**config.mk**
```make
export PLATFORM = sky130hd
export DESIGN_NAME = vend_payout_sched
export DESIGN_NICKNAME = d
export VERILOG_FILES = /design/src/rtl/vend_payout_sched_pkg.sv /design/src/rtl/vend_payout_sched_payout_fifo.sv /design/src/rtl/vend_payout_sched.sv
export SDC_FILE = /design/constraint.sdc
export NUM_CORES = 1
export LEC_CHECK = 0
export BUFFER_PORTS_ARGS = -buffer_cell sky130_fd_sc_hd__buf_2
export CORE_UTILIZATION = 35
export CTS_CLUSTER_DIAMETER = 200
export DETAILED_ROUTE_END_ITERATION = 8
export PLACE_DENSITY = 0.52
export SLEW_MARGIN = 20
export SYNTH_ARGS = -nofsm -noshare
export SYNTH_HDL_FRONTEND = slang
export SYNTH_SLANG_ARGS = --single-unit
```
**constraint.sdc**
```tcl
create_clock -name CLK -period 2.8 [get_ports CLK]
set_input_delay 0 -clock CLK [delete_from_list [all_inputs] [get_ports CLK]]
set_output_delay 0 -clock CLK [all_outputs]
set_load 0.02 [all_outputs]
```
**src/rtl/vend_payout_sched_pkg.sv**
```systemverilog
// Shared types for the payout scheduler.
//   act_sel_t     : actuator select code driven on ACT_SEL (0=ticket, 1=coin0, 2=coin1)
//   award_t       : one award event {t, c0, c1}; t is the MSB, so it matches {T_IN,C0_IN,C1_IN}
//   sched_state_t : scheduler FSM states
// Helpers choose the next actuator for a pending award and retire a serviced bit.
package vend_payout_sched_pkg;

  typedef enum logic [1:0] {
    ACT_TKT = 2'd0,
    ACT_C0  = 2'd1,
    ACT_C1  = 2'd2
  } act_sel_t;

  typedef struct packed {
    logic t;
    logic c0;
    logic c1;
  } award_t;

  typedef enum logic [1:0] {
    S_IDLE,
    S_REQ,
    S_WAIT_REL,
    S_FAULT
  } sched_state_t;

  // Ticket first, then coin0, then coin1. Bits that are clear are skipped outright.
  // The caller guarantees that a is non-zero.
  function automatic act_sel_t first_award(input award_t a);
    if (a.t)       return ACT_TKT;
    else if (a.c0) return ACT_C0;
    else           return ACT_C1;
  endfunction

  function automatic award_t clear_award(input award_t a, input act_sel_t s);
    award_t r;
    r = a;
    case (s)
      ACT_TKT: r.t  = 1'b0;
      ACT_C0:  r.c0 = 1'b0;
      default: r.c1 = 1'b0;
    endcase
    return r;
  endfunction

endpackage

```
**src/rtl/vend_payout_sched_payout_fifo.sv**
```systemverilog
// payout_fifo: a small synchronous FIFO of award_t events.
//   CLK, RESET      clock and synchronous active-high reset (empties the FIFO)
//   push, din       write request and data; the write is accepted when not full, or when a
//                   pop happens in the same cycle
//   pop             read request; it is ignored while the FIFO is empty
//   dout            head entry (combinational view of the read pointer)
//   full, empty     occupancy flags
// Pointers are log2(DEPTH) bits wide and wrap naturally. The occupancy counter carries one
// extra bit so that full and empty can be told apart.
module payout_fifo
  import vend_payout_sched_pkg::*;
#(
  parameter int DEPTH = 4
) (
  input  logic   CLK,
  input  logic   RESET,
  input  logic   push,
  input  award_t din,
  input  logic   pop,
  output award_t dout,
  output logic   full,
  output logic   empty
);

  localparam int AW = $clog2(DEPTH);
  localparam logic [AW:0] FULL_CNT = (AW+1)'(DEPTH);

  award_t        mem [DEPTH];
  logic [AW-1:0] wptr, rptr;
  logic [AW:0]   count;
  logic          do_push, do_pop;

  assign full    = (count == FULL_CNT);
  assign empty   = (count == '0);
  assign do_pop  = pop && !empty;
  assign do_push = push && (!full || do_pop);
  assign dout    = mem[rptr];

  // The storage array has no reset; only entries covered by the pointers are ever read.
  always_ff @(posedge CLK) begin
    if (do_push) mem[wptr] <= din;
  end

  always_ff @(posedge CLK) begin
    if (RESET) begin
      wptr  <= '0;
      rptr  <= '0;
      count <= '0;
    end else begin
      if (do_push) wptr <= wptr + 1'b1;
      if (do_pop)  rptr <= rptr + 1'b1;
      case ({do_push, do_pop})
        2'b10:   count <= count + 1'b1;
        2'b01:   count <= count - 1'b1;
        default: count <= count;
      endcase
    end
  end

endmodule

```
**src/rtl/vend_payout_sched.sv**
```systemverilog
// vend_payout_sched: buffers {T,C0,C1} award events and runs them one at a time on a single
// shared actuator driver, using a req/ack handshake with a timeout fault.
// Ports:
//   CLK, RESET              clock and synchronous active-high reset
//   EV_VALID, T_IN/C0_IN/C1_IN  award event strobe and award bits; an all-zero event is ignored
//   FULL, OVERFLOW          FIFO full; sticky "event dropped" flag
//   ACT_REQ, ACT_SEL        actuator request and select (0=ticket 1=coin0 2=coin1)
//   ACT_ACK                 actuator done (level); it must drop before the next request
//   BUSY                    work outstanding (FSM active, an event pending, or FIFO non-empty)
//   FAULT, FAULT_CLR        sticky timeout fault; FAULT_CLR clears FAULT and OVERFLOW
// Build option: define VEND_PAYOUT_LOG_EN to add the payout counters TKT_CNT/C0_CNT/C1_CNT.
module vend_payout_sched
  import vend_payout_sched_pkg::*;
#(
  parameter int DEPTH       = 4,
  parameter int TIMEOUT_CYC = 1000,
  parameter int CNT_W       = 16
) (
  input  logic             CLK,
  input  logic             RESET,
  input  logic             EV_VALID,
  input  logic             T_IN,
  input  logic             C0_IN,
  input  logic             C1_IN,
  output logic             FULL,
  output logic             OVERFLOW,
  output logic             ACT_REQ,
  output logic [1:0]       ACT_SEL,
  input  logic             ACT_ACK,
  output logic             BUSY,
  output logic             FAULT,
  input  logic             FAULT_CLR
`ifdef VEND_PAYOUT_LOG_EN
  ,
  output logic [CNT_W-1:0] TKT_CNT,
  output logic [CNT_W-1:0] C0_CNT,
  output logic [CNT_W-1:0] C1_CNT
`endif
);

  localparam int          TW      = $clog2(TIMEOUT_CYC + 1);
  localparam logic [TW-1:0] TMR_LAST = TW'(TIMEOUT_CYC - 1);

  // Reject bad parameter values at elaboration time.
  if (DEPTH < 2 || (DEPTH & (DEPTH - 1)) != 0) begin : g_bad_depth
    $error("DEPTH must be a power of 2 and >= 2");
  end
  if (CNT_W < 1 || TIMEOUT_CYC < 1) begin : g_bad_width
    $error("CNT_W and TIMEOUT_CYC must be >= 1");
  end

  sched_state_t  state;
  award_t        pend;
  award_t        ev;
  award_t        fifo_dout;
  act_sel_t      act_sel;
  logic [TW-1:0] timer;
  logic          fifo_full, fifo_empty;
  logic          push, pop, drop;

  assign ev   = '{t: T_IN, c0: C0_IN, c1: C1_IN};
  assign push = EV_VALID && (ev != '0);

  // Only fetch a new event once the current one is fully serviced: from IDLE, or on the
  // release cycle that ends the last payout of an event.
  assign pop  = !fifo_empty && (pend == '0) &&
                ((state == S_IDLE) || (state == S_WAIT_REL && !ACT_ACK));
  assign drop = push && fifo_full && !pop;

  payout_fifo #(.DEPTH(DEPTH)) u_fifo (
    .CLK   (CLK),
    .RESET (RESET),
    .push  (push),
    .din   (ev),
    .pop   (pop),
    .dout  (fifo_dout),
    .full  (fifo_full),
    .empty (fifo_empty)
  );

  assign FULL    = fifo_full;
  assign ACT_SEL = act_sel;
  // An event that has been popped but not yet dispatched still counts as work in hand.
  assign BUSY    = (state != S_IDLE) || (pend != '0) || !fifo_empty;

`ifdef VEND_PAYOUT_LOG_EN
  always_ff @(posedge CLK) begin
    if (RESET) begin
      TKT_CNT <= '0;
      C0_CNT  <= '0;
      C1_CNT  <= '0;
    end else if (state == S_REQ && ACT_ACK) begin
      case (act_sel)
        ACT_TKT: TKT_CNT <= TKT_CNT + 1'b1;
        ACT_C0:  C0_CNT  <= C0_CNT + 1'b1;
        default: C1_CNT  <= C1_CNT + 1'b1;
      endcase
    end
  end
`endif

  always_ff @(posedge CLK) begin
    if (RESET) begin
      state    <= S_IDLE;
      pend     <= '0;
      act_sel  <= ACT_TKT;
      ACT_REQ  <= 1'b0;
      timer    <= '0;
      FAULT    <= 1'b0;
      OVERFLOW <= 1'b0;
    end else begin
      // If an event is dropped in the same cycle as a clear, the new drop is still recorded.
      if (drop)           OVERFLOW <= 1'b1;
      else if (FAULT_CLR) OVERFLOW <= 1'b0;

      case (state)
        S_IDLE: begin
          if (pend != '0) begin
            state   <= S_REQ;
            ACT_REQ <= 1'b1;
            act_sel <= first_award(pend);
            timer   <= '0;
          end else if (pop) begin
            pend <= fifo_dout;
          end
        end

        S_REQ: begin
          // When ACK arrives on the timeout cycle, the ACK takes priority and no fault is raised.
          if (ACT_ACK) begin
            ACT_REQ <= 1'b0;
            pend    <= clear_award(pend, act_sel);
            state   <= S_WAIT_REL;
          end else if (timer == TMR_LAST) begin
            ACT_REQ <= 1'b0;
            FAULT   <= 1'b1;
            state   <= S_FAULT;
          end else begin
            timer <= timer + 1'b1;
          end
        end

        S_WAIT_REL: begin
          if (!ACT_ACK) begin
            if (pend != '0) begin
              state   <= S_REQ;
              ACT_REQ <= 1'b1;
              act_sel <= first_award(pend);
              timer   <= '0;
            end else begin
              state <= S_IDLE;
              if (pop) pend <= fifo_dout;
            end
          end
        end

        default: begin  // S_FAULT: hold until cleared; the faulted event is abandoned
          if (FAULT_CLR) begin
            state <= S_IDLE;
            FAULT <= 1'b0;
            pend  <= '0;
          end
        end
      endcase
    end
  end

endmodule
```
==> impl_metrics.toml, run 1 <==
[status]
status = "finished clean"

[power_and_ir_drop]
switchingPower_mw = 0.925
cell_internal_pwr_mw = 1.40
clock_power_share_pct = 21.0
cellPowerDensity_mw_per_mm2 = 953
switching_share_pct = 39.7
p_leak_nw = 0.959
power_mw = 2.33
max-vdd-ir-drop_mv = 0.440
p_comb_share_pct = 44.3
p_seq_share_pct = 34.7

[critical_path]
cp.required_ns = 2.98
critPathSlowestCell = "fa_1"
r2r_setup_slack_ns = 0.33
critical_path_class = "flip-flop to flip-flop"
cp_top_family = "adder cells"
path_max_fanout = 8
critPathMostFrequentCell = "nor2_1"
cp_num_buf_inv = 1
worst_ep_arrival_time_ns = 2.66
startpoint_type = "flip-flop"
max_stage_delay_ns = 0.41
path_cells = "inv_1, ha_1, and2b_1, o211ai_2, nor2_1, fa_1, nor2b_1, nand2_1, nor2_1, a31o_1, a311o_1"
worstSetupEndpointType = "flip-flop"

[global_route]
grt-ovfl-total = 0
antenna_found_initial = 0
grt_pass1_wl_um = 7130
grt_pass1_vias = 1468
grt_max_degree = 19
grt_use_total_pct = 14.7

[yosys]
ys_types = 60
synth_common_cells = "29 x dfxtp_1, 25 x nor2_1, 17 x nand2_1"
async_flop_share_pct = 0
seq_area_frac_synth_pct = 43.8
yosysMostFrequentCell = "dfxtp_1"
netlist_area_mm2 = 0.00215
synth_enable_flop_cells = 12
synth_cells = 214
yosysTopAreaCell = "dfxtp_1"
synthTopCellsByArea = "dfxtp_1 27%, edfxtp_1 17%, ha_1 5.2%"
ys.flop_type = "dfxtp_1"
ys_ff_latch = 41
synth_top_area_share_pct = 27.1
syn-mean-instance-area_um2 = 10.0
synth_nets = 232
ys.warnings.count = 0

[timing]
rsz0062_at_grt = "no"
final.min_clock_period_ns = 2.47
tightest_slew_ns = 0.682
min_period_over_period_pct = 88.4
setup_violations = 0
max_slew_margin_pct = 54.1
fin_setup_tns_ns = 0
slew_violations = 0
clock.fmax_mhz = 404
finalHoldViolCount = 0
fin_ws_ns = 0.326
skew_ns = 0.00870

[die]
io_pins = 15
coreArea_mm2 = 0.00592
die_h_um = 80.3
start_util_pct = 36.2
rows = 28
die_x_um = 80.3
die_area_mm2 = 0.00645

[finish]
stdcell_count = 311
layout-drive-gt1-share_pct = 16.9
area_delta_synth_final_pct = 13.9
diodes = 0
finish.utilization_pct = 41.3
nets = 253

[cts]
clock_path_buffers = 2
root_buffer = "clkbuf_8"
cts_tree = "done"
clock-sinks = 41
path_clk_slew_ns = 0.09
numCtsBuffers = 5
cts_resized = 0
htreeDepth = 2
clock_latency_ns = 0.29

[placed_design]
dpl.hpwl_um = 3130
dpl_worst_slack_ns = 0.348
place_inst = 299
portBuffers = 14
gp_congestion = 0.731

[worst_hold_path]
worstHoldPathType = "input pin to flip-flop"

[route]
wl_per_cell_um = 13.9
num_vias = 1597
firstDrtPassIters = 4
viasPerCell = 5.14
ant_nets = 0
wl_um = 4320
dr.first_iter.drc_count = 71
drc = 0

[run]
maxCapViolations = 0
[worst paths after layout]
| path | startpoint | to | depth (start not counted) |
|---|---|---|---|
| worst max-delay path | state[0]$_SDFFE_PP0P_ | u_fifo.count[1]$_SDFFE_PP0P_ | 11 |
| worst min-delay path | RESET | OVERFLOW$_SDFFE_PP0P_ | 2 |
| worst max register to register | state[0]$_SDFFE_PP0P_ | u_fifo.count[1]$_SDFFE_PP0P_ | 11 |
| worst min register to register | OVERFLOW$_SDFFE_PP0P_ | OVERFLOW$_SDFFE_PP0P_ | 2 |
[power groups by stage]
stage	Clock, mW	Combinational, mW	Sequential (mW)
detailed placement	0	1.03	0.824
floorplan	0	0.812	0.816
global route	0.532	1.15	0.826
finish	0.490	1.03	0.809
global placement	0	1.04	0.824
CTS	0.508	1.04	0.811
[routing by layer]
metal	up-vias	part of all wire, %	GRT usage (%)
li1	821	-	-
met1	750	51	19.4
met2	24	46	23.6
met3	2	2.8	3.52
met4	0	0.72	4.82
met5	-	0	0
[state kept, by name, indices dropped and copies added, names as in the netlist, named ones only]
register,cells
u_fifo.rptr,2
pend,3
state,2
u_fifo.mem,12
u_fifo.count,3
timer,10
u_fifo.wptr,2
ACT_REQ,1
OVERFLOW,1
FAULT,1
ACT_SEL,2
[kinds of logic (layout without fill, tap and decap cells)]
kind of cell | after synthesis | in the layout | share of synthesized area, %
mux | 6 | 6 | 4.61
flops | 41 | 41 | 43.8
buf+inv | 18 | 40 | 3.73
xor+xnor | 9 | 9 | 3.67
simple gates | 87 | 87 | 22.4
compound gates | 43 | 43 | 15.5
fa+ha+maj | 10 | 10 | 6.18
[cell type report]
type                       count  area [um2]
clock inverter                 3        46.3
inverter                      12        45.0
timing repair buffer          20         125
clock buffer                   5        68.8
fill                         585        3480
sequential                    41         941
multi-input combinational    155        1120
tap                           75        93.8
[worst register-to-register path: stages, from the launching register on]
cell	delay (ns)
dfxtp_1	0.36
inv_1	0.08
ha_1	0.29
and2b_1	0.23
o211ai_2	0.16
nor2_1	0.08
fa_1	0.41
nor2b_1	0.15
nand2_1	0.08
nor2_1	0.04
a31o_1	0.18
a311o_1	0.30
[per-stage QoR]
stage          cell area, um2  hold WS (ns)
6_report                 2440        0.0899
5_1_grt                  2440        0.0925
4_1_cts                  2440        0.0803
3_5_place_dp             2290         0.269
3_3_place_gp             2290         0.263
2_1_floorplan            2150        0.0989
[cells in the final DEF (no fill, tap or decap), drive strengths merged, types with 2 or more instances in the layout]
master / instances
a21oi: 8
ha: 9
buf: 16
xor2: 7
or3: 5
nor2: 25
xnor2: 2
dlygate4sd3: 4
mux2i: 2
o21ai: 9
a211oi: 2
mux4: 3
clkbuf: 5
and4: 2
a41o: 2
o31ai: 3
and2: 6
nor3: 5
and2b: 2
a311o: 2
or4: 2
nand2: 17
a31oi: 2
nand3: 5
and3: 2
dfxtp: 29
nor2b: 3
edfxtp: 12
inv: 12
nand4: 8
[timing repair]
item	4_1_cts	5_1_grt
buffers inserted	0	0
hold buffers	4	0
endpoints found under the hold margin	13	0
(Power assumes the default switching activity.)
==> run 2: changes to the inputs <==
BUFFER_PORTS_ARGS = not set   (was -buffer_cell sky130_fd_sc_hd__buf_2)
DONT_BUFFER_PORTS = 1   (was not set)
PLACE_DENSITY = 0.5   (was 0.52)
==> impl_metrics.toml, run 2 (synthesized netlist as in run 1, its figures left out) <==
[status]
status = "finished clean"

[finish]
nets = 241
area_delta_synth_final_pct = 10.6
fillers = 599
largest_register = "u_fifo.mem"
final_cell_mix = "29 x dfxtp_1, 25 x nor2_1, 17 x nand2_1, 12 x inv_1, 12 x edfxtp_1"
layout-drive-gt1-share_pct = 11.6
final_common_cell = "dfxtp_1"
finish.utilization_pct = 40.1
top_regs = "u_fifo.mem: 12 flops, timer: 10 flops"
largest_reg_flops = 12
diodes = 0

[placed_design]
gp_congestion = 0.723
portBuffers = 0
dpl_worst_slack_ns = 0.336
dpl.hpwl_um = 3170

[worst_hold_path]
worstHoldPathType = "input pin to flip-flop"
hold_end = "ACT_REQ$_SDFFE_PP0P_"
hp-start = "RESET"
min_path_cells = 2

[cts]
clock_latency_ns = 0.30
clock-sinks = 41
root_buffer = "clkbuf_8"
htreeDepth = 2
path_clk_slew_ns = 0.08
cts_resized = 0
clock_path_buffers = 2
cts_tree = "done"
cts_setup_buffers = 0
numCtsBuffers = 5

[power_and_ir_drop]
cellPowerDensity_mw_per_mm2 = 937
power_mw = 2.22
max-vdd-ir-drop_mv = 0.376
p_leak_nw = 0.895

[global_route]
grt_max_degree = 16
antenna_found_initial = 0
grt_pass1_wl_um = 7760
grt_pass1_vias = 1545
grt-ovfl-total = 0
grt_use_total_pct = 16.0

[critical_path]
worstSetupEndpointType = "flip-flop"
r2r_cells = 11
cp.required_ns = 2.99
crit_start = "state[0]$_SDFFE_PP0P_"
r2r_setup_slack_ns = 0.34
worst_ep_arrival_time_ns = 2.66
r2r-end = "u_fifo.count[1]$_SDFFE_PP0P_"
r2r_start = "state[0]$_SDFFE_PP0P_"
startpoint_type = "flip-flop"
critical_path_class = "flip-flop to flip-flop"
path_max_fanout = 8

[die]
coreArea_mm2 = 0.00592
die_h_um = 80.3
die_x_um = 80.3
io_pins = 15
die_area_mm2 = 0.00645
rows = 28
start_util_pct = 36.2

[timing]
skew_ns = 0.00980
setup_violations = 0
min_period_over_period_pct = 88.0
rsz0062_at_grt = "no"
clock.fmax_mhz = 406
slew_violations = 0
max_slew_margin_pct = 51.2
tightest_slew_ns = 0.726
fin_ws_ns = 0.336
fin_setup_tns_ns = 0
whs_ns = 0.0279
finalHoldViolCount = 0
final.min_clock_period_ns = 2.46

[route]
routed-wl-met3_um = 173
wl_um = 4500
dr_wl_met2_um = 2050
top_layer_used = "met4"
num_vias = 1576
wl_per_cell_um = 15.0
wl_met1_um = 2200
drc = 0
viasPerCell = 5.27
dr.first_iter.drc_count = 64
firstDrtPassIters = 4
ant_nets = 0

[run]
maxCapViolations = 0
run 2: cell count changes in the layout (fill, tap and decap cells not counted), sizes merged:
cell / previous run / this run
dlygate4sd3: 4 / 6
bufinv: 1 / 0
inv: 12 / 13
buf: 16 / 2
run 2: power breakdown:
group	total, mW	leakage [nW]	switching (mW)	internal, mW
combinational	0.986	0.504	0.586	0.400
clock	0.410	0.0447	0.230	0.180
sequential	0.827	0.346	0.114	0.714
run 2: routing by layer:
metal / vias up / global-route usage, %
li1: 801 / -
met1: 748 / 20.9
met2: 20 / 25.1
met3: 7 / 3.98
met4: 0 / 6.43
met5: - / 0
run 2: per-stage QoR:
stage                     cells  cell area (um2)
final                       299             2370
after global routing        299             2370
after CTS                   299             2370
after detailed placement    285             2220
after global placement      285             2220
after floorplan             214             2150
run 2: critical path, cell delays in order, from the launching register on:
cell and delay, ns:
dfxtp_1 0.37, inv_1 0.09, ha_1 0.30, and2b_1 0.23, o211ai_2 0.15, nor2_1 0.08, fa_1 0.42, nor2b_1 0.15
nand2_1 0.06, nor2_1 0.04, a31o_1 0.18, a311o_1 0.30
run 2: what timing repair did:
item,4_1_cts,5_1_grt
hold buffers,6,0
hold endpoints to repair,28,0
setup endpoints to repair,0,0
run 2: final cells by class:
type / count / area [um2] / share of cell area, %
multi-input cells: 155 / 1120 / 47.4
inverters: 12 / 45.0 / 1.90
well taps: 75 / 93.8 / 3.95
clock inverters: 3 / 25.0 / 1.05
clock buffers: 5 / 68.8 / 2.90
repair buffers: 8 / 75.1 / 3.16
flip-flops and latches: 41 / 941 / 39.6
run 2: how the worst max path moves through the flow:
stage | endpoint | cells after the start
after floorplan | u_fifo.count[1]$_SDFFE_PP0P_ | 12
after global placement | u_fifo.count[1]$_SDFFE_PP0P_ | 11
after detailed placement | u_fifo.count[1]$_SDFFE_PP0P_ | 11
after CTS | u_fifo.count[1]$_SDFFE_PP0P_ | 11
after global routing | u_fifo.count[1]$_SDFFE_PP0P_ | 11
final | u_fifo.count[1]$_SDFFE_PP0P_ | 11
==> run 3: changes to the inputs <==
CELL_PAD_IN_SITES_DETAIL_PLACEMENT = 0   (was not set)
CELL_PAD_IN_SITES_GLOBAL_PLACEMENT = 1   (was not set)
PLACE_DENSITY = 0.6   (was 0.5)
==> impl_metrics.toml, run 3 (synthesized netlist as in run 1, its figures left out) <==
[status]
status = "finished clean"

[die]
rows = 28
start_util_pct = 36.2
die_h_um = 80.3
io_pins = 15
coreArea_mm2 = 0.00592
die_area_mm2 = 0.00645
die_x_um = 80.3

[cts]
cts_tree = "done"
clock_path_buffers = 2
path_clk_slew_ns = 0.09
clock_latency_ns = 0.30
ctsHoldBuffers = 6
root_buffer = "clkbuf_8"
cts_resized = 0
numCtsBuffers = 5
cts_setup_buffers = 0
htreeDepth = 2
clock-sinks = 41

[timing]
setup_violations = 0
skew_ns = 0.00836
fin_ws_ns = 0.293
fin_setup_tns_ns = 0
min_period_over_period_pct = 89.5
final.min_clock_period_ns = 2.51
tightest_slew_ns = 0.678
rsz0062_at_grt = "no"
slew_violations = 0
max_slew_margin_pct = 54.4
clock.fmax_mhz = 399
finalHoldViolCount = 0

[route]
firstDrtPassIters = 4
wl_um = 4660
wl_per_cell_um = 15.6
drc = 0
ant_nets = 0
num_vias = 1638
viasPerCell = 5.48
dr.first_iter.drc_count = 93

[global_route]
grt_pass1_vias = 1646
grt_max_degree = 15
grt_use_total_pct = 16.2
grt-ovfl-total = 0
grt_pass1_wl_um = 7870
antenna_found_initial = 0

[power_and_ir_drop]
clock_power_share_pct = 24.3
cell_internal_pwr_mw = 1.47
cellPowerDensity_mw_per_mm2 = 996
p_seq_share_pct = 34.3
p_comb_share_pct = 41.5
switching_share_pct = 38.8
switchingPower_mw = 0.934
max-vdd-ir-drop_mv = 0.417
p_leak_nw = 0.922

[critical_path]
critPathMostFrequentCell = "nor2_1"
r2r_setup_slack_ns = 0.29
max_stage_delay_ns = 0.43
crit_start = "state[0]$_SDFFE_PP0P_"
path_cells = "inv_1, ha_1, and2b_1, o211ai_2, nor2_1, fa_1, nor2b_1, nand2_1, nor2_1, a31o_1, a311o_1"
critPathCapture = "u_fifo.count[1]$_SDFFE_PP0P_"
r2r-end = "u_fifo.count[1]$_SDFFE_PP0P_"
worstSetupEndpointType = "flip-flop"
critPathSlowestCell = "fa_1"
worst_ep_arrival_time_ns = 2.69
cp.required_ns = 2.99
critical_path_class = "flip-flop to flip-flop"
r2r_start = "state[0]$_SDFFE_PP0P_"
startpoint_type = "flip-flop"
r2r_cells = 11
path_max_fanout = 8

[finish]
largest_register = "u_fifo.mem"
final_cell_mix = "29 x dfxtp_1, 25 x nor2_1, 17 x nand2_1, 12 x inv_1, 12 x edfxtp_1"
area_delta_synth_final_pct = 12.7
nets = 241
layout-drive-gt1-share_pct = 11.6
final_common_cell = "dfxtp_1"
diodes = 0
top_regs = "u_fifo.mem: 12 flops, timer: 10 flops"
largest_reg_flops = 12

[placed_design]
dpl_worst_slack_ns = 0.307
gp_congestion = 0.766
dpl.hpwl_um = 3410
portBuffers = 0

[run]
maxCapViolations = 0

[worst_hold_path]
worstHoldPathType = "input pin to flip-flop"
[run 3: per-stage QoR]
stage          util [%]  total power [mW]  std cells  instance area, um2  hold slack, ns
2_1_floorplan         -              1.63        214                2150          0.0989
3_3_place_gp       37.5              1.80        285                2220          0.0743
3_5_place_dp       37.5              1.83        285                2220          0.0777
4_1_cts            40.8              2.43        299                2420         0.00467
5_1_grt            40.8              2.57        299                2420          0.0160
6_report           40.8              2.41        299                2420          0.0155
[run 3: final cells by class]
type | count | area, um2
clock buffers | 5 | 68.8
multi-input cells | 155 | 1120
fillers | 575 | 3500
inverters | 12 | 45.0
clock inverters | 3 | 68.8
repair buffers | 8 | 75.1
flip-flops and latches | 41 | 941
well taps | 75 | 93.8
[run 3: how the worst min path moves through the flow]
stage	startpoint	to	slack (ns)	depth (start not counted)
floorplan	C1_IN	u_fifo.mem[0][0]$_DFFE_PP_	0.1	0
global placement	RESET	timer[1]$_SDFFE_PP0P_	0.07	1
detailed placement	RESET	FAULT$_SDFFE_PP0P_	0.08	1
CTS	ACT_ACK	ACT_SEL[0]$_SDFFE_PP0P_	0.005	3
global route	ACT_ACK	ACT_SEL[0]$_SDFFE_PP0P_	0.02	3
finish	ACT_ACK	ACT_SEL[0]$_SDFFE_PP0P_	0.02	3
[run 3: power groups by stage]
stage	logic, mW	clock network [mW]	registers (mW)
6_report	0.999	0.584	0.825
5_1_grt	1.12	0.616	0.843
4_1_cts	1.00	0.596	0.827
3_5_place_dp	0.986	0	0.841
3_3_place_gp	0.961	0	0.835
2_1_floorplan	0.812	0	0.816
[run 3: critical path: cells and delay by family, from the launching register on]
family	cells	cell delay (ns)
buf+inv	1	0.09
fa+ha+maj	2	0.73
simple gates	5	0.57
flops	1	0.36
compound gates	3	0.65
[run 3: layer usage]
| metal | track usage, % | share of wire (%) |
|---|---|---|
| met3 | 4.20 | 3.6 |
| met2 | 29.7 | 53 |
| met1 | 17.5 | 40 |
| met4 | 7.14 | 2.4 |
| met5 | 0 | 0 |
